[src/rtl/ram_bist_pkg.sv]
// ram_bist_pkg: shared FSM state, March C- element encoding and default sizes
package ram_bist_pkg;

    localparam int DEF_ADDR_WIDTH = 8;
    localparam int DEF_DATA_WIDTH = 32;
    localparam int DEF_MEMD       = 256;

    typedef enum logic [1:0] {
        ST_IDLE,
        ST_RUN,
        ST_DRAIN,
        ST_DONE
    } state_t;

    localparam logic [2:0] E0 = 3'd0;
    localparam logic [2:0] E1 = 3'd1;
    localparam logic [2:0] E2 = 3'd2;
    localparam logic [2:0] E3 = 3'd3;
    localparam logic [2:0] E4 = 3'd4;
    localparam logic [2:0] E5 = 3'd5;

    // down: address walks MEMD-1..0; rw: read then write per address;
    // rd_only: single dual-port read; rd_one/wr_one: pattern is all-ones
    typedef struct packed {
        logic down;
        logic rw;
        logic rd_only;
        logic rd_one;
        logic wr_one;
    } elem_t;

    function automatic elem_t elem_info(input logic [2:0] e);
        elem_t t;
        t.down    = (e == E3) || (e == E4);
        t.rw      = (e >= E1) && (e <= E4);
        t.rd_only = (e == E5);
        t.rd_one  = (e == E2) || (e == E4);
        t.wr_one  = (e == E1) || (e == E3);
        return t;
    endfunction

endpackage

[src/rtl/ram_bist_cmp.sv]
// ram_bist_cmp: expected-value delay line and read-data comparator
module ram_bist_cmp #(
    parameter int ADDR_WIDTH = 8,
    parameter int DATA_WIDTH = 32,
    parameter int RD_LAT     = 1
) (
    input  logic                  clk,
    input  logic                  rst_n,
    input  logic                  flush,
    input  logic                  in_vld,
    input  logic                  in_dual,
    input  logic [DATA_WIDTH-1:0] in_exp,
    input  logic [ADDR_WIDTH-1:0] in_addr,
    input  logic [2:0]            in_elem,
    input  logic [DATA_WIDTH-1:0] dout,
    input  logic [DATA_WIDTH-1:0] dout1,
    output logic                  mis,
    output logic                  mis_port,
    output logic [ADDR_WIDTH-1:0] mis_addr,
    output logic [2:0]            mis_elem
);

    typedef struct packed {
        logic                  vld;
        logic                  dual;
        logic [DATA_WIDTH-1:0] expv;
        logic [ADDR_WIDTH-1:0] addr;
        logic [2:0]            elem;
    } ent_t;

    ent_t [RD_LAT-1:0] pipe_q, pipe_d;
    ent_t last;
    logic mis0, mis1;

    // shift one entry per cycle; a mismatch drops everything still in flight
    always_comb begin
        pipe_d[0].vld  = in_vld;
        pipe_d[0].dual = in_dual;
        pipe_d[0].expv = in_exp;
        pipe_d[0].addr = in_addr;
        pipe_d[0].elem = in_elem;
        for (int i = 1; i < RD_LAT; i++) pipe_d[i] = pipe_q[i-1];
        if (flush) for (int i = 0; i < RD_LAT; i++) pipe_d[i].vld = 1'b0;
    end

    // delay line registers
    always_ff @(posedge clk or negedge rst_n) begin
        if (!rst_n) pipe_q <= '0;
        else        pipe_q <= pipe_d;
    end

    assign last     = pipe_q[RD_LAT-1];
    assign mis0     = last.vld && (dout != last.expv);
    assign mis1     = last.vld && last.dual && (dout1 != last.expv);
    assign mis      = mis0 || mis1;
    assign mis_port = !mis0;
    assign mis_addr = last.addr;
    assign mis_elem = last.elem;

endmodule

[src/rtl/ram_2r1w_bist.sv]
// ram_2r1w_bist: March C- BIST controller for a 1RW + 1R SRAM macro
module ram_2r1w_bist
    import ram_bist_pkg::*;
#(
    parameter int ADDR_WIDTH = DEF_ADDR_WIDTH,
    parameter int DATA_WIDTH = DEF_DATA_WIDTH,
    parameter int NUM_WMASKS = DATA_WIDTH / 8,
    parameter int MEMD       = DEF_MEMD,
    parameter int RD_LAT     = 1
) (
    input  logic                  clk,
    input  logic                  rst_n,
    input  logic                  start,
    output logic                  busy,
    output logic                  done,
    output logic                  pass,
    output logic [ADDR_WIDTH-1:0] fail_addr,
    output logic [2:0]            fail_elem,
    output logic                  fail_port,
    output logic                  csb,
    output logic                  web,
    output logic [NUM_WMASKS-1:0] wmask,
    output logic [ADDR_WIDTH-1:0] addr,
    output logic [DATA_WIDTH-1:0] din,
    input  logic [DATA_WIDTH-1:0] dout,
    output logic                  csb1,
    output logic [ADDR_WIDTH-1:0] addr1,
    input  logic [DATA_WIDTH-1:0] dout1
);

    localparam int CW = $clog2(RD_LAT + 1);
    localparam logic [ADDR_WIDTH-1:0] LAST = ADDR_WIDTH'(MEMD - 1);

    state_t                state_q, state_d;
    logic [2:0]            elem_q, elem_d;
    logic [ADDR_WIDTH-1:0] addr_q, addr_d;
    logic                  phase_q, phase_d;
    logic [CW-1:0]         dcnt_q, dcnt_d;
    logic                  done_q, done_d;
    logic                  pass_q, pass_d;
    logic [ADDR_WIDTH-1:0] fail_addr_q, fail_addr_d;
    logic [2:0]            fail_elem_q, fail_elem_d;
    logic                  fail_port_q, fail_port_d;

    elem_t                 info, info_nx;
    logic                  issue, is_read, is_wr, last_addr, step_done;
    logic                  mis, mis_port;
    logic [ADDR_WIDTH-1:0] mis_addr;
    logic [2:0]            mis_elem;

    assign info      = elem_info(elem_q);
    assign info_nx   = elem_info(elem_q + 3'd1);
    assign busy      = (state_q == ST_RUN) || (state_q == ST_DRAIN);
    assign issue     = (state_q == ST_RUN) && !mis;
    assign is_read   = info.rd_only || (info.rw && !phase_q);
    assign is_wr     = issue && !is_read;
    assign step_done = !info.rw || phase_q;
    assign last_addr = info.down ? (addr_q == '0) : (addr_q == LAST);

    assign csb       = !issue;
    assign web       = !is_wr;
    assign wmask     = {NUM_WMASKS{is_wr}};
    assign addr      = issue ? addr_q : '0;
    assign din       = {DATA_WIDTH{is_wr && info.wr_one}};
    assign csb1      = !(issue && info.rd_only);
    assign addr1     = (issue && info.rd_only) ? addr_q : '0;
    assign done      = done_q;
    assign pass      = pass_q;
    assign fail_addr = fail_addr_q;
    assign fail_elem = fail_elem_q;
    assign fail_port = fail_port_q;

    ram_bist_cmp #(
        .ADDR_WIDTH(ADDR_WIDTH),
        .DATA_WIDTH(DATA_WIDTH),
        .RD_LAT    (RD_LAT)
    ) u_cmp (
        .clk     (clk),
        .rst_n   (rst_n),
        .flush   (mis),
        .in_vld  (issue && is_read),
        .in_dual (info.rd_only),
        .in_exp  ({DATA_WIDTH{info.rd_one}}),
        .in_addr (addr_q),
        .in_elem (elem_q),
        .dout    (dout),
        .dout1   (dout1),
        .mis     (mis),
        .mis_port(mis_port),
        .mis_addr(mis_addr),
        .mis_elem(mis_elem)
    );

    // sequencer: one op per cycle, elements chained back to back, first mismatch ends the run
    always_comb begin
        state_d     = state_q;
        elem_d      = elem_q;
        addr_d      = addr_q;
        phase_d     = phase_q;
        dcnt_d      = dcnt_q;
        done_d      = done_q;
        pass_d      = pass_q;
        fail_addr_d = fail_addr_q;
        fail_elem_d = fail_elem_q;
        fail_port_d = fail_port_q;
        if (busy && mis) begin
            state_d     = ST_DONE;
            done_d      = 1'b1;
            pass_d      = 1'b0;
            fail_addr_d = mis_addr;
            fail_elem_d = mis_elem;
            fail_port_d = mis_port;
        end else begin
            case (state_q)
                ST_IDLE, ST_DONE: if (start) begin
                    state_d     = ST_RUN;
                    elem_d      = E0;
                    addr_d      = '0;
                    phase_d     = 1'b0;
                    dcnt_d      = '0;
                    done_d      = 1'b0;
                    pass_d      = 1'b0;
                    fail_addr_d = '0;
                    fail_elem_d = '0;
                    fail_port_d = 1'b0;
                end
                ST_RUN: begin
                    phase_d = !step_done;
                    if (step_done && !last_addr)
                        addr_d = info.down ? addr_q - ADDR_WIDTH'(1) : addr_q + ADDR_WIDTH'(1);
                    else if (step_done && elem_q == E5)
                        state_d = ST_DRAIN;
                    else if (step_done) begin
                        elem_d = elem_q + 3'd1;
                        addr_d = info_nx.down ? LAST : '0;
                    end
                end
                ST_DRAIN: if (dcnt_q == CW'(RD_LAT - 1)) begin
                    state_d = ST_DONE;
                    done_d  = 1'b1;
                    pass_d  = 1'b1;
                end else begin
                    dcnt_d = dcnt_q + CW'(1);
                end
                default: state_d = ST_IDLE;
            endcase
        end
    end

    // FSM and result registers
    always_ff @(posedge clk or negedge rst_n) begin
        if (!rst_n) begin
            state_q     <= ST_IDLE;
            elem_q      <= E0;
            addr_q      <= '0;
            phase_q     <= 1'b0;
            dcnt_q      <= '0;
            done_q      <= 1'b0;
            pass_q      <= 1'b0;
            fail_addr_q <= '0;
            fail_elem_q <= '0;
            fail_port_q <= 1'b0;
        end else begin
            state_q     <= state_d;
            elem_q      <= elem_d;
            addr_q      <= addr_d;
            phase_q     <= phase_d;
            dcnt_q      <= dcnt_d;
            done_q      <= done_d;
            pass_q      <= pass_d;
            fail_addr_q <= fail_addr_d;
            fail_elem_q <= fail_elem_d;
            fail_port_q <= fail_port_d;
        end
    end

endmodule

[config.mk]
export PLATFORM = sky130hd
export DESIGN_NAME = ram_2r1w_bist
export DESIGN_NICKNAME = d
export VERILOG_FILES = /design/src/rtl/ram_bist_pkg.sv /design/src/rtl/ram_bist_cmp.sv /design/src/rtl/ram_2r1w_bist.sv
export SDC_FILE = /design/constraint.sdc
export NUM_CORES = 1
export LEC_CHECK = 0
export CORE_MARGIN = 2
export CORE_UTILIZATION = 47
export CTS_CLUSTER_SIZE = 40
export DETAILED_ROUTE_END_ITERATION = 16
export GPL_TIMING_DRIVEN = 0
export PLACE_DENSITY = 0.82
export SLEW_MARGIN = 25
export SYNTH_ARGS = -nofsm -noshare
export SYNTH_HDL_FRONTEND = slang
export SYNTH_HIERARCHICAL = 1
export SYNTH_SLANG_ARGS = --single-unit
[constraint.sdc]
create_clock -name clk -period 3.71 [get_ports clk]
set_input_delay 0.371 -clock clk [delete_from_list [all_inputs] [get_ports clk]]
set_output_delay 0.371 -clock clk [all_outputs]
set_load 0.1 [all_outputs]
==> results of run 1 <==
==> worst paths after layout <==
check,startpoint,to,slack [ns]
hold reg to reg,elem_q[2],u_cmp/mis_elem[2],0.38
hold / removal,elem_q[2],u_cmp/mis_elem[2],0.38
setup reg to reg,u_cmp/last[34],addr_q[7],0.61
max in group asynchronous,rst_n,addr_q[5],2.71
min in group asynchronous,rst_n,u_cmp/last[30],0.47
setup / recovery,dout[23],csb,0.12
==> final cells by class <==
cell class	count	area, um2	area share
Clock inverter	6	66.3	0.0112
Sequential cell	73	1830	0.309
Inverter	19	78.8	0.0133
Multi-Input combinational cell	264	1990	0.336
Timing Repair Buffer	144	1300	0.220
Buffer	52	379	0.0642
Tap cell	108	135	0.0229
Clock buffer	10	138	0.0233
==> cells by family after synthesis <==
logic type,count (synthesis),share of synthesized area
AND/OR/NAND/NOR,106,0.131
flip-flops,73,0.439
buffers and inverters,71,0.106
XOR/XNOR,67,0.141
AO/OA/AOI/OAI,59,0.0930
adder cells (fa/ha/maj),17,0.0529
multiplexers,14,0.0370
==> critical path, delay by kind of cell <==
family                    cells  cell delay, ns
buffers and inverters         5            1.53
and+or+nand+nor               4            0.93
AOI/OAI and AO/OA             1            0.19
xor gates and xnor gates      1            0.18
==> repair_timing <==
item / CTS / global route
endpoints found under the setup margin: 55 / 54
resized for setup: 270 / 30
cloned: 1 / 0
hold buffers: 1 / 0
endpoints found under the hold margin: 24 / 0
setup buffers: 2 / 4
pin swaps: 2 / 1
==> stage by stage <==
stage	hold slack (ns)	TNS (ns)	area, um2	utilization	worst slack, ns
after CTS	0.382	0	5900	0.683	0.00991
after global placement	0.354	-44.95	5720	0.662	-0.899
after global routing	0.388	-0.384	5910	0.684	-0.0514
final	0.383	0	5910	0.684	0.123
after floorplan	0.0754	-0.999	4220	-	-0.210
after detailed placement	0.301	-44.85	5750	0.665	-1.02
==> registers in the layout (all words and copies together) (netlist names) <==
signal	count
u_cmp/mis_addr	8
u_cmp/mis_elem	3
fail_port	1
pass	1
u_cmp/last	34
fail_addr	8
addr_q	8
done	1
elem_q	3
fail_elem	3
state_q	2
phase_q	1
==> layer usage <==
| layer | GRT usage | wire [um] |
|---|---|---|
| met2 | 0.397 | 5570 |
| met4 | 0.0556 | 124 |
| met1 | 0.271 | 4460 |
| met3 | 0.0394 | 502 |
| met5 | 0 | 0 |
==> Yosys cell counts, types with 4 or more instances <==
cell and instances:
dfrtp_1 73, xor2_1 65, buf_4 46, nand2_1 25
o21ai_0 24, nor2_1 23, inv_1 19, ha_1 16
nor4_1 16, a21oi_1 12, mux2i_1 12, and2_1 9
nand3_1 6, nand4_1 6, a21o_1 5, a31oi_1 4
clkbuf_1 4, nor3_1 4, o211ai_1 4
==> report_power, final <==
group	internal, mW	switching (mW)
sequential	0.832	0.0298
clock	0.330	0.307
combinational	0.331	0.826
total	1.49	1.16
==> impl_results.md, run 1 <==
- Die Span Y: 98.1 um
- Clock slew at reported path FFs: 0.08 ns
- Die area: 9620 um2
- Via count: 3382
- Maximum clock frequency: 0.279 GHz
- Cells after synthesis: 407
- Finished Layout Cells: 676
- Hold Fails Final Rpt: 0
- CP Capture Type: primary output
- Count of cell types in the netlist: 44
- Post-detail-place hpwl: 8020 um
- Largest net degree at the start of global routing: 50
- Residual DRC: 0
- Commonest non-fill, non-tap cell in the layout: buf_4
- Number of flops mapped to enable cells by yosys: 0
- Ys Warns: 6
- Area leader, netlist: dfrtp_1
- CTS Buf Count: 9
- Final min period: 3.59 ns
- Primary FF master, synth: dfrtp_1
- Crit path DAT: 3.22 ns
- Pwr Density: 449 nW/um2
- Crit-path max FO: 8
- Number of global-route vias before repair: 3413
- First-pass GRT wire length: 17000 um
- # H-tree levels: 3
- Sequential share of the synthesized area: 0.439
- Share of cells above drive strength 1: 0.269
- Worst Tran Pin Value: 1.00 ns
- Post-Syn Nets: 491
- Worst Skew: 0.0109 ns
- Syn-to-layout area delta: 42.1%
- Buffers on Ports: 136
- Number of synthesized register bits: 73
- Clock root cell: clkbuf_8
- Cell Rows: 34
- Die W: 98.1 um
- Bufs on Longest Clock Path: 2
- Final GP Congestion: 0.915
- Crit-path max cell delay: 0.59 ns
- LEAKAGE: 2.95 nW
- HP Class: flip-flop to flip-flop
- I/O pins: 137
- CTS sink cnt: 73
- Synth top area share: 0.439
- Initial Util: 0.482
- WP data required: 3.34 ns
- Grt ovf: 0
- Antenna Cells: 0
- Outcome: finished, final reports clean
- Total Power: 2.65 mW
- Core area: 8640 um2
- Initial drt markers: 135
- Final setup violation count: 0
- Detail Route Antenna Nets: 0
- Commonest non-fill, non-tap cells in the layout: buf_4 (83), clkdlybuf4s50_1 (80), dfrtp_1 (73)
- Worst-path cell chain: clkdlybuf4s50_1, xor2_1, nor4_2, nand4_1, o21ai_2, nand2_1, clkbuf_8, nor2b_4, clkinvlp_4, buf_4, dlygate4sd2_1
- Post-synth ARST share: 1.00
- FF-to-FF path depth: 10
- Antenna violations before repair: 0
- Total placed cells including tap cells: 652
- Tot GR Track Use: 0.220
- CP max stage cell: dlygate4sd2_1
- Final period util: 0.967
- Via density: 5.00
- CTS tree: built
- Routed wire length: 10700 um
- CP Class: input port to primary output
- Syn Area/Cell: 10.2 um2
- Initial DRT Pass Iterations: 5
- Max Slew Vio Count: 0
- Worst skew pair latency: 0.34 ns
- # fillers: 658
- Hold path depth: 0
- Worst vdd ir: 349 uV
- Nets: 647
- Synth area leaders: dfrtp_1 (44%), xor2_1 (14%), buf_4 (8.3%)
- Synth Cell Area: 4160 um2
- DR WL/cell: 15.8 um
- Max-Cap Viols: 0
- Worst slew margin: 0.329
- Worst Setup Start Kind: input port
Power figures use the tool's default switching activity.
==> inputs of run 2 (changes only) <==
--- a/config.mk
+++ b/config.mk
@@ -11,7 +11,7 @@
 export DETAILED_ROUTE_END_ITERATION = 16
 export GPL_TIMING_DRIVEN = 0
 export PLACE_DENSITY = 0.82
-export SLEW_MARGIN = 25
+export SLEW_MARGIN = 20
 export SYNTH_ARGS = -nofsm -noshare
 export SYNTH_HDL_FRONTEND = slang
 export SYNTH_HIERARCHICAL = 1
==> results of run 2 <==
The final DEF is identical to that of run 1; final timing and power are the same.
